<file path="config.mk">
export PLATFORM = sky130hd
export DESIGN_NAME = uart_tx_arbiter
export DESIGN_NICKNAME = d
export VERILOG_FILES = /design/src/rtl/uart_tx_arbiter_pkg.sv /design/src/rtl/uart_tx_arbiter_rr.sv /design/src/rtl/uart_tx_arbiter.sv
export SDC_FILE = /design/constraint.sdc
export NUM_CORES = 1
export LEC_CHECK = 0
export BUFFER_PORTS_ARGS = -buffer_cell sky130_fd_sc_hd__buf_2
export CAP_MARGIN = 25
export CORE_AREA = 2 2 86 88
export DETAILED_ROUTE_END_ITERATION = 10
export DIE_AREA = 0 0 88 90
export SLEW_MARGIN = 20
export SYNTH_ARGS = -nofsm -noshare
export SYNTH_HDL_FRONTEND = slang
export SYNTH_SLANG_ARGS = --single-unit
</file>
<file path="constraint.sdc">
create_clock -name clk -period 3.6 [get_ports clk]
set_clock_uncertainty 0.15 [all_clocks]
set_input_delay 0 -clock clk [delete_from_list [all_inputs] [get_ports clk]]
set_output_delay 0 -clock clk [all_outputs]
set_load 0.02 [all_outputs]
</file>
<file path="src/rtl/uart_tx_arbiter_pkg.sv">
// Shared types and helpers for the uart_tx arbiter slice.
package uart_tx_arbiter_pkg;

  localparam int unsigned UartDataW = 8;

  typedef enum logic [2:0] {
    StIdle     = 3'd0,
    StLoad     = 3'd1,
    StStart    = 3'd2,
    StWaitBusy = 3'd3,
    StWaitDone = 3'd4
  } arb_state_e;

  // Increment an index modulo n; n need not be a power of two.
  function automatic int unsigned rr_wrap_inc(int unsigned idx, int unsigned n);
    return (idx + 1 >= n) ? 0 : idx + 1;
  endfunction

endpackage

</file>
<file path="src/rtl/uart_tx_arbiter_rr.sv">
// Combinational round-robin pick: first set request at or after ptr, wrapping.
module uart_tx_arbiter_rr #(
  parameter int unsigned NUM_REQ = 4
) (
  input  logic [NUM_REQ-1:0]         req,
  input  logic [$clog2(NUM_REQ)-1:0] ptr,
  output logic [NUM_REQ-1:0]         winner,
  output logic [$clog2(NUM_REQ)-1:0] winner_idx,
  output logic                       any_req
);

  localparam int unsigned PtrW = $clog2(NUM_REQ);

  always_comb begin
    int unsigned j;
    logic        found;
    j          = 0;
    found      = 1'b0;
    winner     = '0;
    winner_idx = '0;
    for (int unsigned i = 0; i < NUM_REQ; i++) begin
      j = 32'(ptr) + i;
      if (j >= NUM_REQ) j = j - NUM_REQ;
      if (!found && req[j]) begin
        found      = 1'b1;
        winner[j]  = 1'b1;
        winner_idx = PtrW'(j);
      end
    end
    any_req = |req;
  end

endmodule

</file>
<file path="src/rtl/uart_tx_arbiter.sv">
// Shares one uart_tx between NUM_REQ byte-stream clients, round-robin, with
// message locking and transmitter liveness checking.
module uart_tx_arbiter
  import uart_tx_arbiter_pkg::*;
#(
  parameter int unsigned NUM_REQ      = 4,
  parameter int unsigned LOCK_TIMEOUT = 4096,
  parameter int unsigned BUSY_TIMEOUT = 64
) (
  input  logic                           clk,
  input  logic                           reset_n,
  input  logic [NUM_REQ-1:0]             req_valid,
  input  logic [NUM_REQ-1:0]             req_last,
  input  logic [UartDataW*NUM_REQ-1:0]   req_data,
  output logic [NUM_REQ-1:0]             req_ready,
  output logic [NUM_REQ-1:0]             grant,
  output logic                           tx_start,
  output logic [UartDataW-1:0]           tx_data,
  input  logic                           tx_busy,
  output logic                           fault
);

  localparam int unsigned PtrW  = $clog2(NUM_REQ);
  localparam int unsigned LockW = $clog2(LOCK_TIMEOUT + 1);
  localparam int unsigned BusyW = $clog2(BUSY_TIMEOUT + 1);

  arb_state_e           state_q, state_d;
  logic [NUM_REQ-1:0]   grant_q, grant_d;
  logic [PtrW-1:0]      win_q, win_d;
  logic [PtrW-1:0]      ptr_q, ptr_d;
  logic [UartDataW-1:0] tx_data_q, tx_data_d;
  logic                 last_q, last_d;
  logic                 fault_q, fault_d;
  logic [LockW-1:0]     lock_cnt_q, lock_cnt_d;
  logic [BusyW-1:0]     busy_cnt_q, busy_cnt_d;

  logic [NUM_REQ-1:0]   arb_winner;
  logic [PtrW-1:0]      arb_idx;
  logic                 arb_any;

  uart_tx_arbiter_rr #(
    .NUM_REQ(NUM_REQ)
  ) u_rr (
    .req        (req_valid),
    .ptr        (ptr_q),
    .winner     (arb_winner),
    .winner_idx (arb_idx),
    .any_req    (arb_any)
  );

  always_comb begin
    state_d    = state_q;
    grant_d    = grant_q;
    win_d      = win_q;
    ptr_d      = ptr_q;
    tx_data_d  = tx_data_q;
    last_d     = last_q;
    fault_d    = fault_q;
    lock_cnt_d = lock_cnt_q;
    busy_cnt_d = busy_cnt_q;
    unique case (state_q)
      StIdle: begin
        if (arb_any && !tx_busy) begin
          grant_d = arb_winner;
          win_d   = arb_idx;
          state_d = StLoad;
        end
      end
      StLoad: begin
        // Byte is taken regardless of valid here; dropping valid in LOAD is a client error.
        tx_data_d = req_data[UartDataW*32'(win_q) +: UartDataW];
        last_d    = req_last[win_q];
        state_d   = StStart;
      end
      StStart: begin
        busy_cnt_d = '0;
        state_d    = StWaitBusy;
      end
      StWaitBusy: begin
        if (tx_busy) begin
          lock_cnt_d = '0;
          state_d    = StWaitDone;
        end else if (busy_cnt_q == BusyW'(BUSY_TIMEOUT - 1)) begin
          fault_d = 1'b1;
          grant_d = '0;
          state_d = StIdle;
        end else begin
          busy_cnt_d = busy_cnt_q + BusyW'(1);
        end
      end
      StWaitDone: begin
        if (!tx_busy) begin
          if (last_q) begin
            grant_d = '0;
            ptr_d   = PtrW'(rr_wrap_inc(32'(win_q), NUM_REQ));
            state_d = StIdle;
          end else if (req_valid[win_q]) begin
            state_d = StLoad;
          end else if (lock_cnt_q == LockW'(LOCK_TIMEOUT - 1)) begin
            // Stalled lock: release without flagging a fault.
            grant_d = '0;
            ptr_d   = PtrW'(rr_wrap_inc(32'(win_q), NUM_REQ));
            state_d = StIdle;
          end else begin
            lock_cnt_d = lock_cnt_q + LockW'(1);
          end
        end
      end
      default: state_d = StIdle;
    endcase
  end

  always_ff @(posedge clk or negedge reset_n) begin
    if (!reset_n) begin
      state_q    <= StIdle;
      grant_q    <= '0;
      win_q      <= '0;
      ptr_q      <= '0;
      tx_data_q  <= '0;
      last_q     <= 1'b0;
      fault_q    <= 1'b0;
      lock_cnt_q <= '0;
      busy_cnt_q <= '0;
    end else begin
      state_q    <= state_d;
      grant_q    <= grant_d;
      win_q      <= win_d;
      ptr_q      <= ptr_d;
      tx_data_q  <= tx_data_d;
      last_q     <= last_d;
      fault_q    <= fault_d;
      lock_cnt_q <= lock_cnt_d;
      busy_cnt_q <= busy_cnt_d;
    end
  end

  assign req_ready = (state_q == StLoad) ? grant_q : '0;
  assign tx_start  = (state_q == StStart);
  assign grant     = grant_q;
  assign tx_data   = tx_data_q;
  assign fault     = fault_q;

endmodule
</file>
==> impl_summary.md <==
Status
The flow ran to the end, and the final reports show no timing, DRC or antenna violations.

Setup path
Along the worst path, the maximum fanout reaches 5. The type of element launching the critical path is a register. The data arrival at the endpoint of the critical path is 2.75 ns. The worst setup path is captured at a register.

STA puts the critical path data required time at 3.62 ns. Traced cell by cell, the critical path runs through ha_1 -> nand4_1 -> nor4_1 -> nor2_1 -> or4b_4 -> a221o_1. The worst register-to-register path has a setup slack of 0.88 ns.

The biggest cell delay along the critical path is 0.61 ns. The highest-delay cell along the critical path is or4b_4. The kind of critical path is register to register.

Route
The pre-antenna-repair detailed-routing pass consisted of 4 iterations. The detailed router finished its first iteration with 191 violations. The number of remaining DRC errors is 0.

The final layout contains routed wiring with a total length of 6229 um. The final route contains 2252 vias. The count of nets left with antenna violations once routing finished came out at 0. In the final routed layout, each cell accounts on average for 14.94 um. The ratio of routed vias to standard cells is 5.400.

Placed design
The HPWL after detailed placement is 4665 um. The instance count after placement with tap cells included is 407. Port buffering added 60 buffers. The final RePlAce weighted congestion is 0.8743. The worst slack at placement is 0.9043 ns.

CTS
Clock tree synthesis inserted a total of 5 buffers. The buffer levels on the longest clock path is 2. The CTS tree is built. The number of buffers inserted by post-CTS setup repair is 0. The number of levels the H-tree was split into is 2. The clock latency on the worst-skew pair is 0.29 ns. The clock sink count is 41. The clock-pin slew on the worst setup and hold paths is 0.08 ns.

The root buffer cell is clkbuf_8.

Synthesis
The number of flops mapped to enable cells by yosys is 0. A synthesized cell averages 10.60 um2. The cell area that synthesis handed to floorplanning was 2735 um2.

The post-synthesis sequential area ratio is 0.3751. Counting distinct cell types in the post-synthesis netlist gives 58. The synthesis warning total is 0. The most used flip-flop cell after synthesis is dfrtp_1. The post-synthesis sequential element count is 41. Counting every net in the synthesized netlist gives 309. For this run, asynchronously set or reset flops after synthesis account for 1.000. The synthesized instance count is 258.

STA
Dividing the final minimum period by the clock period gives 0.7564. After layout, the worst setup slack is 0.8768 ns. The final number of hold-violating endpoints came to 0. Setup repair after global routing left no endpoint under its margin. The clock period minus worst slack is 2.723 ns.

At the pin with the least slew margin, the transition time is 0.7557 ns. The total count of max-transition violations in the final report is 0. After routing, the total negative slack on setup checks comes to 0 ns.

The tightest slew margin relative to the limit is 0.4818. Setup violations remaining at the end of the flow were counted as 0. Derived from the worst setup path, the maximum achievable clock frequency is 367.2 MHz.

Layout
The count of fill cells added during filler insertion is 679. The post-layout net count is 368. The share of final-layout standard cells stronger than drive strength 1 is 0.3302.

The count of inserted antenna diode cells is 0. The area growth from synthesis to layout is 17.75%. The sequential cell area is 1026 um2. The multi-input combinational cells in the finished layout cover a total of 1602 um2.

The finished layout holds 417 standard cells, fillers aside.

Global route
After global routing the overflow that remains totals 0. Entering global routing, the biggest net connects 42 pins. In the global route stage, overall resource usage came out at 0.1680. The first global-routing pass estimated 10810 um of wire. The via count of the first global-routing pass is 2329. The number of antenna violations at the first check in global routing is 0.

Floorplanning
The row count is 31. The area of the core is 7020 um2. The number of placed I/O pins is 61. The total die area is 7920 um2.

The initial cell density of the core is 0.3896. The die is 90 um tall. The floorplan step set the die width to 88 um.

Power
In this run the static leakage power is 1.464 nW. The post-layout total power is 2.206 mW. The power per unit of standard cell area is 684.9 nW/um2. The peak ir drop on the vdd network is 363.1 uV.

Job
The tool flagged a number of max-cap violations equal to 0.

Min path
The min-delay analysis places its worst path in the category primary input to register.
[kinds of logic (layout without fill, tap and decap cells)]
group	count (synthesis)	in the layout	synth area share
simple gates	94	94	0.1898
compound gates	55	55	0.1583
flops	41	41	0.3751
mux	33	33	0.1816
buf+inv	21	81	0.03934
fa+ha+maj	8	8	0.03660
xor+xnor	6	6	0.01921
[worst max-delay path: cells and delay by family, from the launching register on]
family,cells,cell delay [ns]
AO/OA/AOI/OAI,1,0.36
adder cells (fa/ha/maj),1,0.21
flip-flops,1,0.40
AND/OR/NAND/NOR,4,1.49
[layout make-up]
class,count,share of cell area
clock buffers,6,0.02253
multi-input cells,196,0.4973
clock inverters,2,0.003108
flip-flops and latches,41,0.3186
inverters,7,0.008159
well taps,99,0.03846
repair buffers,66,0.1119
[metrics by stage]
| step | instance area (um2) | hold slack (ns) | util |
|---|---|---|---|
| global placement | 3108 | 0.05734 | 0.4427 |
| global route | 3221 | 0.01543 | 0.4587 |
| CTS | 3201 | 0.002394 | 0.4559 |
| finish | 3221 | 0.004008 | 0.4587 |
| floorplan | 2735 | -0.4456 | - |
| detailed placement | 3108 | 0.05447 | 0.4427 |
[sequential cells by signal (all words and copies together), names as in the netlist]
signal	cells
busy_cnt_q	7
fault	1
lock_cnt_q	13
ptr_q	2
grant	4
last_q	1
tx_data	8
win_q	2
state_q	3
[report_power, final]
part           total (mW)  internal (mW)  switching, mW
combinational        1.20          0.561          0.635
sequential          0.717          0.586          0.131
clock               0.293          0.135          0.158
total                2.21           1.28          0.924
[synthesized netlist by cell type, types with 8 or more instances]
cell | count | share of area
a221o_1 | 8 | 0.029
nor2_1 | 15 | 0.021
nand2b_1 | 10 | 0.023
mux2_2 | 10 | 0.041
mux2i_1 | 11 | 0.040
and3_1 | 8 | 0.018
o21ai_0 | 9 | 0.016
clkbuf_1 | 8 | 0.011
mux4_2 | 11 | 0.091
nand2_1 | 23 | 0.032
dfrtp_1 | 41 | 0.38
ha_1 | 8 | 0.037
[worst paths after layout]
path,start,cells past startpoint,to
worst max-delay path,lock_cnt_q[0],6,grant[1]
worst min-delay path,req_data[24],3,tx_data[0]
worst max register to register,lock_cnt_q[0],6,grant[1]
worst min register to register,fault,1,fault
max in group asynchronous,reset_n,3,grant[3]
min in group asynchronous,reset_n,2,lock_cnt_q[8]
[metal layers]
metal  vias to the layer above  wire length [um]  GRT usage
met5                         -                 0          0
met4                         0                73    0.04872
met3                         8               154    0.02847
met2                        46              3137     0.2759
met1                      1101              2863     0.2256
li1                       1097                 -          -
[timing repair]
| action | CTS | global route |
|---|---|---|
| endpoints found under the hold margin | 41 | 0 |
| resized for setup | 0 | 0 |
| hold buffers | 1 | 0 |
[placed cells by master (no fill, tap or decap), types with 7 or more instances in the layout]
cell       n
o21ai_0    9
nand2_1   23
nor2_1    15
nand2b_1  10
inv_1      7
and3_1     8
dfrtp_1   41
mux2_2    10
a221o_1    8
ha_1       8
buf_2     60
mux4_2    11
mux2i_1   11
No activity file was read; power rests on OpenSTA's default activity.
